<file path="src/rtl/digital_clock_pkg.sv">
// ============================================================================
// Module  : digital_clock_pkg
// Brief   : Shared widths, limits, state encodings and wrap helpers for the clock.
// Revision: 1.0
// ============================================================================
`default_nettype none

package digital_clock_pkg;

   localparam int HOUR_W = 5;
   localparam int MIN_W  = 6;

   localparam logic [HOUR_W-1:0] MAX_HOUR = 5'd23;
   localparam logic [MIN_W-1:0]  MAX_MIN  = 6'd59;

   typedef enum logic [2:0] {
      RUN       = 3'd0,
      SET_HOUR  = 3'd1,
      SET_MIN   = 3'd2,
      SET_AHOUR = 3'd3,
      SET_AMIN  = 3'd4
   } set_mode_t;

   typedef enum logic [1:0] {
      IDLE    = 2'd0,
      RINGING = 2'd1,
      SNOOZE  = 2'd2
   } ring_state_t;

   function automatic logic [HOUR_W-1:0] hour_inc(input logic [HOUR_W-1:0] h);
      return (h >= MAX_HOUR) ? '0 : h + 1'b1;
   endfunction

   function automatic logic [MIN_W-1:0] min_inc(input logic [MIN_W-1:0] m);
      return (m >= MAX_MIN) ? '0 : m + 1'b1;
   endfunction

endpackage

`default_nettype wire

</file>
<file path="src/rtl/clock_ctrl_if.sv">
// ============================================================================
// Module  : clock_ctrl_if
// Brief   : Button, live-time and control/alarm signals between UI, datapath and controller.
// Revision: 1.0
// ============================================================================
`default_nettype none

interface clock_ctrl_if;
   import digital_clock_pkg::*;

   logic              btn_mode;
   logic              btn_inc;
   logic              btn_snooze;
   logic [HOUR_W-1:0] cur_hour;
   logic [MIN_W-1:0]  cur_min;
   logic [MIN_W-1:0]  cur_sec;
   logic              tick_en;
   logic              load_en;
   logic [HOUR_W-1:0] load_hour;
   logic [MIN_W-1:0]  load_min;
   logic [MIN_W-1:0]  load_sec;
   logic [HOUR_W-1:0] alarm_hour;
   logic [MIN_W-1:0]  alarm_min;
   logic              alarm_armed;
   logic              ring;
   logic [2:0]        mode;

   modport master (
      output btn_mode, btn_inc, btn_snooze, cur_hour, cur_min, cur_sec,
      input  tick_en, load_en, load_hour, load_min, load_sec,
             alarm_hour, alarm_min, alarm_armed, ring, mode
   );

   modport slave (
      input  btn_mode, btn_inc, btn_snooze, cur_hour, cur_min, cur_sec,
      output tick_en, load_en, load_hour, load_min, load_sec,
             alarm_hour, alarm_min, alarm_armed, ring, mode
   );

endinterface

`default_nettype wire

</file>
<file path="src/rtl/tick_prescaler.sv">
// ============================================================================
// Module  : tick_prescaler
// Brief   : Divides clk down to a one-cycle tick_en every CLK_HZ cycles; hold freezes it at 0.
// Revision: 1.0
// ============================================================================
`default_nettype none

module tick_prescaler #(
   parameter int CLK_HZ = 50_000_000
) (
   input  logic clk,
   input  logic reset_n,
   input  logic hold,
   output logic tick_en
);

   localparam int CW = (CLK_HZ > 1) ? $clog2(CLK_HZ) : 1;
   localparam logic [CW-1:0] LAST = CW'(CLK_HZ - 1);

   logic [CW-1:0] count_q;
   logic [CW-1:0] count_d;

   always_comb begin
      count_d = count_q + 1'b1;
      if (hold || count_q == LAST) begin
         count_d = '0;
      end
   end

   always_ff @(posedge clk or negedge reset_n) begin
      if (!reset_n) begin
         count_q <= '0;
      end else begin
         count_q <= count_d;
      end
   end

   assign tick_en = !hold && (count_q == LAST);

endmodule

`default_nettype wire

</file>
<file path="src/rtl/clock_ctrl.sv">
// ============================================================================
// Module  : clock_ctrl
// Brief   : Time-set sequencer, parallel-load strobe, alarm storage and ring/snooze FSM.
// Revision: 1.0
// ============================================================================
`default_nettype none

module clock_ctrl
   import digital_clock_pkg::*;
#(
   parameter int CLK_HZ         = 50_000_000,
   parameter int SNOOZE_S       = 300,
   parameter int RING_TIMEOUT_S = 60
) (
   input  logic        clk,
   input  logic        reset_n,
   clock_ctrl_if.slave bus
);

   localparam int SW = $clog2(SNOOZE_S + 1);
   localparam int TW = $clog2(RING_TIMEOUT_S + 1);

   set_mode_t         mode_q;
   ring_state_t       ring_q;
   logic [HOUR_W-1:0] edit_hour_q;
   logic [MIN_W-1:0]  edit_min_q;
   logic [HOUR_W-1:0] alarm_hour_q;
   logic [MIN_W-1:0]  alarm_min_q;
   logic              armed_q;
   logic              load_en_q;
   logic              match_q;
   logic [SW-1:0]     snooze_q;
   logic [TW-1:0]     timeout_q;

   logic tick;
   logic hold;
   logic match;
   logic dismiss;
   logic mode_evt;
   logic inc_evt;
   logic disarm;

   assign hold     = (mode_q == SET_HOUR) || (mode_q == SET_MIN);
   assign match    = armed_q && (bus.cur_hour == alarm_hour_q) &&
                     (bus.cur_min == alarm_min_q) && (bus.cur_sec == '0);
   // A mode press that silences the alarm must not also step the set sequence.
   assign dismiss  = bus.btn_mode && (ring_q == RINGING);
   assign mode_evt = bus.btn_mode && !dismiss;
   assign inc_evt  = bus.btn_inc && !bus.btn_mode;
   assign disarm   = inc_evt && (mode_q == RUN) && armed_q;

   tick_prescaler #(
      .CLK_HZ (CLK_HZ)
   ) u_prescaler (
      .clk     (clk),
      .reset_n (reset_n),
      .hold    (hold),
      .tick_en (tick)
   );

   always_ff @(posedge clk or negedge reset_n) begin
      if (!reset_n) begin
         mode_q       <= RUN;
         edit_hour_q  <= '0;
         edit_min_q   <= '0;
         alarm_hour_q <= '0;
         alarm_min_q  <= '0;
         armed_q      <= 1'b0;
         load_en_q    <= 1'b0;
      end else begin
         load_en_q <= 1'b0;
         if (mode_evt) begin
            case (mode_q)
               RUN: begin
                  edit_hour_q <= bus.cur_hour;
                  edit_min_q  <= bus.cur_min;
                  mode_q      <= SET_HOUR;
               end
               SET_HOUR:  mode_q <= SET_MIN;
               SET_MIN: begin
                  mode_q    <= SET_AHOUR;
                  load_en_q <= 1'b1;
               end
               SET_AHOUR: mode_q <= SET_AMIN;
               default:   mode_q <= RUN;
            endcase
         end else if (inc_evt) begin
            case (mode_q)
               RUN:       armed_q      <= !armed_q;
               SET_HOUR:  edit_hour_q  <= hour_inc(edit_hour_q);
               SET_MIN:   edit_min_q   <= min_inc(edit_min_q);
               SET_AHOUR: alarm_hour_q <= hour_inc(alarm_hour_q);
               default:   alarm_min_q  <= min_inc(alarm_min_q);
            endcase
         end
      end
   end

   always_ff @(posedge clk or negedge reset_n) begin
      if (!reset_n) begin
         ring_q    <= IDLE;
         match_q   <= 1'b0;
         snooze_q  <= '0;
         timeout_q <= '0;
      end else begin
         match_q <= match;
         case (ring_q)
            IDLE: begin
               if (match && !match_q) begin
                  ring_q    <= RINGING;
                  timeout_q <= TW'(RING_TIMEOUT_S);
               end
            end
            RINGING: begin
               if (dismiss || disarm) begin
                  ring_q <= IDLE;
               end else if (bus.btn_snooze) begin
                  ring_q   <= SNOOZE;
                  snooze_q <= SW'(SNOOZE_S);
               end else if (tick) begin
                  if (timeout_q <= TW'(1)) begin
                     ring_q <= IDLE;
                  end else begin
                     timeout_q <= timeout_q - 1'b1;
                  end
               end
            end
            SNOOZE: begin
               if (disarm) begin
                  ring_q <= IDLE;
               end else if (tick) begin
                  if (snooze_q <= SW'(1)) begin
                     ring_q    <= RINGING;
                     timeout_q <= TW'(RING_TIMEOUT_S);
                  end else begin
                     snooze_q <= snooze_q - 1'b1;
                  end
               end
            end
            default: ring_q <= IDLE;
         endcase
      end
   end

   assign bus.tick_en     = tick;
   assign bus.load_en     = load_en_q;
   assign bus.load_hour   = edit_hour_q;
   assign bus.load_min    = edit_min_q;
   assign bus.load_sec    = '0;
   assign bus.alarm_hour  = alarm_hour_q;
   assign bus.alarm_min   = alarm_min_q;
   assign bus.alarm_armed = armed_q;
   assign bus.ring        = (ring_q == RINGING);
   assign bus.mode        = mode_q;

endmodule

`default_nettype wire

</file>
<file path="src/flat_wrapper.sv">
// flat-port wrapper written by rule: the top's interface ports become plain ports
module clock_ctrl_flat import digital_clock_pkg::*;
#(
   parameter int CLK_HZ         = 50_000_000,
   parameter int SNOOZE_S       = 300,
   parameter int RING_TIMEOUT_S = 60
)
  (clk, reset_n, bus_btn_mode, bus_btn_inc, bus_btn_snooze, bus_cur_hour, bus_cur_min, bus_cur_sec, bus_tick_en, bus_load_en, bus_load_hour, bus_load_min, bus_load_sec, bus_alarm_hour, bus_alarm_min, bus_alarm_armed, bus_ring, bus_mode);
  clock_ctrl_if bus_i ();
  input  logic clk;
  input  logic reset_n;
  input wire logic [$bits(bus_i.btn_mode)-1:0] bus_btn_mode;
  input wire logic [$bits(bus_i.btn_inc)-1:0] bus_btn_inc;
  input wire logic [$bits(bus_i.btn_snooze)-1:0] bus_btn_snooze;
  input wire logic [$bits(bus_i.cur_hour)-1:0] bus_cur_hour;
  input wire logic [$bits(bus_i.cur_min)-1:0] bus_cur_min;
  input wire logic [$bits(bus_i.cur_sec)-1:0] bus_cur_sec;
  output wire logic [$bits(bus_i.tick_en)-1:0] bus_tick_en;
  output wire logic [$bits(bus_i.load_en)-1:0] bus_load_en;
  output wire logic [$bits(bus_i.load_hour)-1:0] bus_load_hour;
  output wire logic [$bits(bus_i.load_min)-1:0] bus_load_min;
  output wire logic [$bits(bus_i.load_sec)-1:0] bus_load_sec;
  output wire logic [$bits(bus_i.alarm_hour)-1:0] bus_alarm_hour;
  output wire logic [$bits(bus_i.alarm_min)-1:0] bus_alarm_min;
  output wire logic [$bits(bus_i.alarm_armed)-1:0] bus_alarm_armed;
  output wire logic [$bits(bus_i.ring)-1:0] bus_ring;
  output wire logic [$bits(bus_i.mode)-1:0] bus_mode;
  assign bus_i.btn_mode = bus_btn_mode;
  assign bus_i.btn_inc = bus_btn_inc;
  assign bus_i.btn_snooze = bus_btn_snooze;
  assign bus_i.cur_hour = bus_cur_hour;
  assign bus_i.cur_min = bus_cur_min;
  assign bus_i.cur_sec = bus_cur_sec;
  assign bus_tick_en = bus_i.tick_en;
  assign bus_load_en = bus_i.load_en;
  assign bus_load_hour = bus_i.load_hour;
  assign bus_load_min = bus_i.load_min;
  assign bus_load_sec = bus_i.load_sec;
  assign bus_alarm_hour = bus_i.alarm_hour;
  assign bus_alarm_min = bus_i.alarm_min;
  assign bus_alarm_armed = bus_i.alarm_armed;
  assign bus_ring = bus_i.ring;
  assign bus_mode = bus_i.mode;
  clock_ctrl #(.CLK_HZ(CLK_HZ), .SNOOZE_S(SNOOZE_S), .RING_TIMEOUT_S(RING_TIMEOUT_S)) u_core (.clk(clk), .reset_n(reset_n), .bus(bus_i));
endmodule
</file>
<file path="config.mk">
export PLATFORM = sky130hd
export DESIGN_NAME = clock_ctrl_flat
export DESIGN_NICKNAME = d
export VERILOG_FILES = /design/src/rtl/digital_clock_pkg.sv /design/src/rtl/clock_ctrl_if.sv /design/src/rtl/tick_prescaler.sv /design/src/rtl/clock_ctrl.sv /design/src/flat_wrapper.sv
export SDC_FILE = /design/constraint.sdc
export NUM_CORES = 1
export LEC_CHECK = 0
export ABC_AREA = 1
export CAP_MARGIN = 40
export CORE_AREA = 4 4 112 114
export DETAILED_ROUTE_END_ITERATION = 10
export DIE_AREA = 0 0 116 118
export SYNTH_ARGS = -nofsm -noshare
export SYNTH_HDL_FRONTEND = slang
export SYNTH_SLANG_ARGS = --single-unit
</file>
<file path="constraint.sdc">
create_clock -name clk -period 2 [get_ports clk]
set_input_delay 0.4 -clock clk [delete_from_list [all_inputs] [get_ports clk]]
set_output_delay 0.4 -clock clk [all_outputs]
set_load 0.01 [all_outputs]
</file>
# Yosys cells after proc, flatten, opt, wreduce, memory -nomap -nowiden
# Index checks and enable logic that the tools add are counted.
# W data, S select, Z words.
dict set report word_totals {
  regBits 71
  latchBits 0
  ramBits 0
  rom_bits 0
  inputBits 22
  output_inout_bits 35
  mem_count 0
}
dict set report op_classes {
  n_addsub 7
  multipliers 0
  div_mod_pow 0
  order_cmp 6
  eq_ne 23
  n_shift 0
  muxes 40
  bitwise_logic 2
  n_reduce_logical 35
}
# operator n
set ops {}
lappend ops {{$mux W6} 14}
lappend ops {{$mux W9} 5}
lappend ops {{$mux W5} 6}
lappend ops {{$add A26 B1 Y26 const B} 1}
lappend ops {{$eq A26 B26 Y1 const B} 1}
lappend ops {{$mux W26} 1}
lappend ops {{$ne A2 B2 Y1 const B} 9}
lappend ops {{$pmux W6 S3} 1}
lappend ops {{$pmux W9 S2} 1}
lappend ops {{$mux W2} 8}
lappend ops {{$reduce_and A3 Y1} 5}
lappend ops {{$add A6 B1 Y6 const B} 2}
lappend ops {{$ge A6 B6 Y1 const B} 2}
lappend ops {{$pmux W3 S4} 1}
lappend ops {{$add A5 B1 Y5 const B} 2}
lappend ops {{$ge A5 B5 Y1 const B} 2}
lappend ops {{$logic_and A1 B1 Y1} 10}
lappend ops {{$le A9 B1 Y1 const B} 1}
lappend ops {{$reduce_and A9 Y1} 1}
lappend ops {{$sub A9 B1 Y9 const B} 1}
lappend ops {{$reduce_bool A2 Y1} 4}
lappend ops {{$eq A3 B2 Y1 const B} 2}
lappend ops {{$eq A6 B6 Y1} 1}
lappend ops {{$le A6 B1 Y1 const B} 1}
lappend ops {{other kinds (22)} 31}

# Logic depth before layout (Yosys ltp)
# Gate-level depths: netlist of run 1.
dict set report logic_depth {
  depth_word 8
  depth_mapped 13
  ltp_nobuf 13
}

# By module
# From an unflattened synthesis of run 1, not the netlist that was laid out.
dict set report unflattened {
  hier_cells 666
  area_unflattened_um2 4703.3
}
# module instances cells_per_inst area_per_inst_um2 seq_area_each_um2
set modules_own_cells {}
lappend modules_own_cells {clock_ctrl 1 440 3034.2 1126.1}
lappend modules_own_cells {tick_prescaler 1 226 1669.1 650.6}

# Worst setup path before layout of run 1
# OpenSTA, ideal clock, no wires.
dict set report synth_timing {
  kind {reg-to-reg}
  startpoint {register u_core.u_prescaler.count_q[0]}
  endpoint {register u_core.snooze_q[8]}
  setup_ps 119
  t_arrival_ps 1612
  t_required_ps 1881
  slack_ps 268
  stages_incl_launch_ff 12
  path_buffers 1
  period_less_slack_ps 1732
  cell_sequence {dfrtp_1 > ha_1 > nand2_2 > nor2_4 > nand3_4 > nor2_4 > nand3_4 > o21ai_2 > nand2_2 > buf_6 > nand2_1 > o21ai_2}
}
dict set report synth_between {
  elab_chain_cells 4
}
# item line_no
set synth_lines {}
lappend synth_lines {{start: declaration} tick_prescaler.sv:20} ;# logic [CW-1:0] count_q;
lappend synth_lines {{start signal: assignment} tick_prescaler.sv:34} ;# count_q <= count_d;
lappend synth_lines {{$eq A26 B26 Y1} tick_prescaler.sv:38} ;# assign tick_en = !hold && (count_q == LAST);
lappend synth_lines {{$logic_and A1 B1 Y1} tick_prescaler.sv:38}
lappend synth_lines {{$ne A2 B2 Y1 (no source line)} --}
lappend synth_lines {{$reduce_and A6 Y1 (no source line)} --}
lappend synth_lines {{end signal: assignment} clock_ctrl.sv:119} ;# snooze_q <= SW'(SNOOZE_S);
lappend synth_lines {{end signal: assignment} clock_ctrl.sv:136} ;# snooze_q <= snooze_q - 1'b1;
lappend synth_lines {{end: declaration} clock_ctrl.sv:32} ;# logic [SW-1:0] snooze_q;
# No other way between the ends.
# A chain may end at the register's enable or synchronous reset.

# Worst setup path after layout of run 1
dict set report layout_timing {
  startpoint {register u_core.u_prescaler.count_q[1]}
  endpoint {output bus_tick_en}
}
dict set report layout_between {
  elab_chain_cells 2
}
# item line_no
set layout_lines {}
lappend layout_lines {{$eq A26 B26 Y1} tick_prescaler.sv:38}
lappend layout_lines {{$logic_and A1 B1 Y1} tick_prescaler.sv:38}
lappend layout_lines {{end: declaration} flat_wrapper.sv:18} ;# output wire logic [$bits(bus_i.tick_en)-1:0] bus_tick_en;
# No other way between the ends.

==> results.cfg, run 1 <==
[synth]
synthArstFlopShare_pct = 100
synth_edf_count = 0
netlist.area_leader.share_pct = 39.4
avgSynthCellArea_um2 = 7.14
yosysUniqueCellTypes = 40
synth_area_um2 = 4510
ys_ff_latch = 71
yosysWarnings = 0
yosys.area.top_type = dfrtp_1
synth-main-ff-cell = dfrtp_1
synthTopCellsByArea = dfrtp_1 39%, nand2_1 12%, nor2_1 8.9%, inv_1 6.7%, nand3_1 4.0%
yosysSeqAreaShare_pct = 39.4
synthCells = 631

[cells_and_area]
antennaDiodeCount = 0
final_common_cell = nand2_1
postLayoutCoreUtil_pct = 52.8
area_delta_synth_final_pct = 33.7
final_cell_mix = 143 x nand2_1, 103 x nor2_1, 81 x inv_1, 71 x dfrtp_1, 58 x buf_4
layout-drive-gt1-share_pct = 16.6
fin_nets = 781

[timing]
finalSetupViolCount = 0
hold_viol_final = 0
worst_slew_pin_slew_ns = 0.496
hold_ws_ns = 0.511
min_period_ns = 1.92
fin_ws_ns = 0.0845
fmax_ghz = 0.522
relSlewSlack_pct = 66.6
min_period_over_period_pct = 95.8
clock_skew_ns = 0.00314
rsz0062_at_grt = true
final.setup.tns_ns = 0
drv_slew = 0

[routing]
ant_nets = 0
num_vias = 4489
wl_met2_mm = 5.35
wl_per_cell_um = 13.1
routed_via_density = 5.00
drc_errors = 0
routed_wl_mm = 11.8
wl_met1_mm = 5.54
firstDrtPassIters = 5
drt-initial-drc-count = 306
wl_met3_um = 682
top_layer = met4

[run]
cap_violations = 0

[die]
ios = 57
num_rows = 39
die_w_um = 116
die_area_um2 = 13700
die_h_um = 118
coreArea_um2 = 11400
start_util_pct = 39.5

[pwr]
peakVddDrop_v = 0.000770
p_total_w = 0.00807
p_comb_share_pct = 47.1
power.switching_w = 0.00326
cellLeakagePower_nw = 2.80
seqPwrFrac_pct = 29.8
p_per_area_nw_per_um2 = 1340
p_int_w = 0.00481
switching_share_pct = 40.4
clkPwrFrac_pct = 23.1

[outcome]
status = finished, final reports clean

[setup_path]
reg2regPathDepth = 11
setup.worst_path.start_class = flop
arrival_ns = 1.52
endpoint_kind = primary output
worstPathMaxFanout = 3
worstSetupPathType = flop to primary output
worstPathRequired_ns = 1.60

[placed_design]
dpl.hpwl_mm = 8.93
gp_congestion = 0.860
preCtsSetupSlack_ns = -0.170
io_buffers = 50

[grt]
grt_usage_pct = 18.0
grt_pass1_wl_mm = 20.1
antenna_found_initial = 0
grt_max_degree = 23
grt_overflow_total = 0
grt_pass1_vias = 4499

[cts]
cts.htree.levels = 3
cts_tree = done
clockRootBuffer = clkbuf_16
worstSkewPairLatency_ns = 0.34
clk_pin_slew_ns = 0.06
cts_max_path_buffers = 2
numClockSinks = 71
cts_made_buffers = 9

[min_path]
hp-class = flop to flop
whs_path_depth = 2
-- cell usage after synthesis, types with 6 or more instances --
cell / number
o21ai_2: 8
nand2_1: 143
xor2_1: 13
nor2_1: 107
nor3_1: 24
xnor2_1: 11
inv_1: 81
inv_2: 6
nand4_1: 14
o21ai_0: 29
a21oi_1: 19
ha_1: 9
dfrtp_1: 71
nand3_1: 36
buf_4: 6
-- worst max-delay path, stage by stage, from the launching register on --
cell and delay (ns):
dfrtp_1 0.35, ha_2 0.20, nand2_2 0.08, nor2_4 0.14, nand3_4 0.08, nor3_2 0.17, buf_2 0.15
-- state kept, by name, summed over array words and instances (netlist names), 2 cells and up --
| name | count |
|---|---|
| u_core.bus.load_min | 6 |
| u_core.bus.alarm_min | 6 |
| u_core.bus.mode | 3 |
| u_core.timeout_q | 6 |
| u_core.ring_q | 2 |
| u_core.bus.load_hour | 5 |
| u_core.snooze_q | 9 |
| u_core.u_prescaler.count_q | 26 |
| u_core.bus.alarm_hour | 5 |
-- cell families after synthesis --
kind of cell	share of synthesized area [%]
buffers and inverters	9.08
AOI/OAI and AO/OA	9.94
and+or+nand+nor	34.3
xor gates and xnor gates	4.66
DFF	39.4
adders and majority gates	2.50
other	0.0832
-- routing by layer --
metal	global-route usage (%)	up-vias
met5	0	-
met4	6.16	0
met3	5.09	18
met2	27.1	123
met1	24.6	2098
li1	-	2250
-- timing repair --
action / CTS / global route
buffers inserted: 0 / 2
setup endpoints to repair: 2 / 11
pin swaps: 0 / 6
hold buffers: 1 / 0
resized for setup: 8 / 10
gates cloned: 0 / 1
hold endpoints to repair: 12 / 0
-- stage by stage --
step / instance area (µm²) / std cells
after global placement: 5610 / 878
after floorplan: 4530 / 636
final: 6030 / 898
after global routing: 6030 / 898
after detailed placement: 5610 / 878
after CTS: 5970 / 895
-- area by class of cell --
type	instances	area (µm²)
clock buffer	10	239
clock inverter	6	108
fill	1085	5390
inverter	88	330
multi-input combinational	466	2390
sequential	71	1780
tap	143	179
timing repair buffer	114	1010
-- path summary, 6_finish.rpt --
check | start | end | slack [ns]
min reg2reg | u_core.timeout_q[1]$_DFFE_PN0P_ | u_core.timeout_q[1]$_DFFE_PN0P_ | 0.51
min | u_core.timeout_q[1]$_DFFE_PN0P_ | u_core.timeout_q[1]$_DFFE_PN0P_ | 0.51
min in group asynchronous | reset_n | u_core.u_prescaler.count_q[19]$_DFF_PN0_ | 0.54
max in group asynchronous | reset_n | u_core.bus.load_hour[4]$_DFFE_PN0P_ | 0.85
max | u_core.u_prescaler.count_q[1]$_DFF_PN0_ | bus_tick_en | 0.08
max reg2reg | u_core.u_prescaler.count_q[1]$_DFF_PN0_ | u_core.snooze_q[8]$_DFFE_PN0P_ | 0.11
-- power by group through the flow --
| stage | clock network (W) | registers (W) | logic (W) |
|---|---|---|---|
| finish | 0.00187 | 0.00240 | 0.00380 |
| global route | 0.00198 | 0.00248 | 0.00428 |
| CTS | 0.00191 | 0.00240 | 0.00377 |
| detailed placement | 0 | 0.00241 | 0.00373 |
| global placement | 0 | 0.00241 | 0.00367 |
| floorplan | 0 | 0.00242 | 0.00216 |
Power figures use the tool's default switching activity.
==> inputs of run 2 (changes only) <==
==> constraint.sdc (replaced) <==
create_clock -name clk -period 1.9 [get_ports clk]
set_input_delay 0.38 -clock clk [delete_from_list [all_inputs] [get_ports clk]]
set_output_delay 0.38 -clock clk [all_outputs]
set_load 0.01 [all_outputs]
==> run 2 against run 1 <==
- global-route usage decreased by 0.75 points
- non-clock buffer count rose by 11
- clock skew is 0.00096 ns higher
- largest cell class unchanged
- largest power group unchanged
==> results.cfg, run 2 (synthesis results as in run 1) <==
[outcome]
status = finished, final reports clean

[setup_path]
crit_path_top_delay_cell = dfrtp_1
setup.worst_path.start_class = flop
worstPathMaxFanout = 2
worst_setup_path_startpoint = u_core.u_prescaler.count_q[18]$_DFF_PN0_
arrival_ns = 1.51
worstPathRequired_ns = 1.52
cpPeakStageDelay_ns = 0.39
r2r-end = u_core.snooze_q[4]$_DFFE_PN0P_
crit_end = bus_tick_en
worstSetupPathType = flop to primary output
r2r-start = u_core.u_prescaler.count_q[1]$_DFF_PN0_
crit_chain = nor2_2, nand3_1, nor3_1, nand4_1, nor3_2, buf_2
r2r_slack_ns = 0.06
endpoint_kind = primary output
reg2regPathDepth = 12

[routing]
drc_errors = 0
wl_per_cell_um = 12.4
wl_met3_um = 429
num_vias = 4390
top_layer = met4
firstDrtPassIters = 4
routed_wl_mm = 11.3
routed_via_density = 4.83
drt-initial-drc-count = 245
ant_nets = 0
wl_met2_mm = 5.09
wl_met1_mm = 5.54

[cts]
cts_made_buffers = 9
cts_max_path_buffers = 2
clk_pin_slew_ns = 0.05
cts_tree = done
cts.htree.levels = 3
numClockSinks = 71
worstSkewPairLatency_ns = 0.34
clockRootBuffer = clkbuf_16

[placed_design]
gp_congestion = 0.837
io_buffers = 50
placed_area_um2 = 5680
dpl.hpwl_mm = 8.59

[pwr]
seqPwrFrac_pct = 30.2
cellLeakagePower_nw = 2.84
p_per_area_nw_per_um2 = 1370
switching_share_pct = 40.7
power.switching_w = 0.00339
clkPwrFrac_pct = 20.4
p_comb_share_pct = 49.4
peakVddDrop_v = 0.000753
p_total_w = 0.00833
p_int_w = 0.00494

[die]
ios = 57
start_util_pct = 39.5
die_area_um2 = 13700
num_rows = 39
coreArea_um2 = 11400
die_h_um = 118
die_w_um = 116

[grt]
grt_pass1_vias = 4258
grt_overflow_total = 0
grt_max_degree = 72
antenna_found_initial = 0
grt_pass1_wl_mm = 19.2
grt_usage_pct = 17.2

[cells_and_area]
final_common_cell = nand2_1
antennaDiodeCount = 0
final_cell_area_um2 = 6060
final_cell_mix = 141 x nand2_1, 104 x nor2_1, 81 x inv_1, 71 x dfrtp_1, 70 x buf_4
area_delta_synth_final_pct = 34.5
fin_nets = 791
layout-drive-gt1-share_pct = 18.0
top_regs = u_core.u_prescaler.count_q (26), u_core.snooze_q (9)
largest-register = u_core.u_prescaler.count_q
largest_reg_flops = 26

[timing]
final.setup.tns_ns = 0
fmax_ghz = 0.530
hold_viol_final = 0
min_period_ns = 1.89
clock_skew_ns = 0.00410
drv_slew = 0
finalSetupViolCount = 0
rsz0062_at_grt = true
min_period_over_period_pct = 99.4

[min_path]
hp-class = primary input to async pin

[run]
cap_violations = 0
run 2: cell types whose count changed in the layout (fill, tap and decap cells not counted), moves of 2 or more:
cell       previous run  this run
buf_4                58        70
bufinv_16             3         1
nand2_1             143       141
nand2_2               3         6
nand2_4               2         0
run 2: worst min path at each step:
stage	to	slack, ns	depth (start not counted)
after global routing	u_core.u_prescaler.count_q[21]$_DFF_PN0_	0.11	2
final	u_core.u_prescaler.count_q[19]$_DFF_PN0_	0.07	2
after global placement	u_core.u_prescaler.count_q[19]$_DFF_PN0_	0.45	2
after detailed placement	u_core.u_prescaler.count_q[17]$_DFF_PN0_	0.44	2
after floorplan	u_core.bus.alarm_armed$_DFFE_PN0P_	0.08	0
after CTS	u_core.snooze_q[4]$_DFFE_PN0P_	0.09	2
run 2: final cells by class:
class,instances,area (µm²)
clock buffers,10,239
clock inverters,6,60.1
fillers,1115,5350
inverters,88,330
multi-input cells,465,2380
flip-flops and latches,71,1780
well taps,143,179
repair buffers,125,1100
run 2: per-stage QoR:
step / setup slack, ns / hold slack, ns / utilization [%] / cells
after floorplan: 0.168 / 0.0844 / - / 636
after global placement: -0.122 / 0.445 / 49.7 / 888
after detailed placement: -0.150 / 0.445 / 49.7 / 888
after CTS: 0.0171 / 0.0851 / 52.4 / 904
after global routing: -0.107 / 0.109 / 53.1 / 908
final: 0.0121 / 0.0704 / 53.1 / 908
run 2: timing repair:
| action | 4_1_cts | 5_1_grt |
|---|---|---|
| buffers inserted | 0 | 3 |
| hold buffers | 0 | 0 |
| cloned | 0 | 1 |
| endpoints found under the hold margin | 0 | 0 |
| resized for setup | 8 | 9 |
| pin swaps | 0 | 8 |
| endpoints found under the setup margin | 2 | 36 |
run 2: worst max-delay path: cells and delay by family (launching register included):
family                 cells  cell delay (ns)
buffers and inverters      1             0.15
DFF                        1             0.39
and+or+nand+nor            5             0.63
run 2: power groups by stage:
stage	Clock (W)	Combinational, W	Sequential, W
finish	0.00170	0.00412	0.00252
global route	0.00180	0.00468	0.00260
CTS	0.00174	0.00403	0.00251
detailed placement	0	0.00402	0.00253
global placement	0	0.00396	0.00253
floorplan	0	0.00228	0.00255
run 2: per-layer routing:
metal  GRT usage (%)  vias up
met4            6.53        0
li1                -     2273
met3            3.34       17
met1            23.9     2019
met2            26.4       81
met5               0        -
==> inputs of run 3 (changes only) <==
--- a/config.mk
+++ b/config.mk
@@ -8,6 +8,7 @@
 export ABC_AREA = 1
 export CAP_MARGIN = 40
 export CORE_AREA = 4 4 112 114
+export CTS_CLUSTER_SIZE = 30
 export DETAILED_ROUTE_END_ITERATION = 10
 export DIE_AREA = 0 0 116 118
 export SYNTH_ARGS = -nofsm -noshare
==> results of run 3 <==
The final DEF is identical to that of run 2; final timing and power are the same.
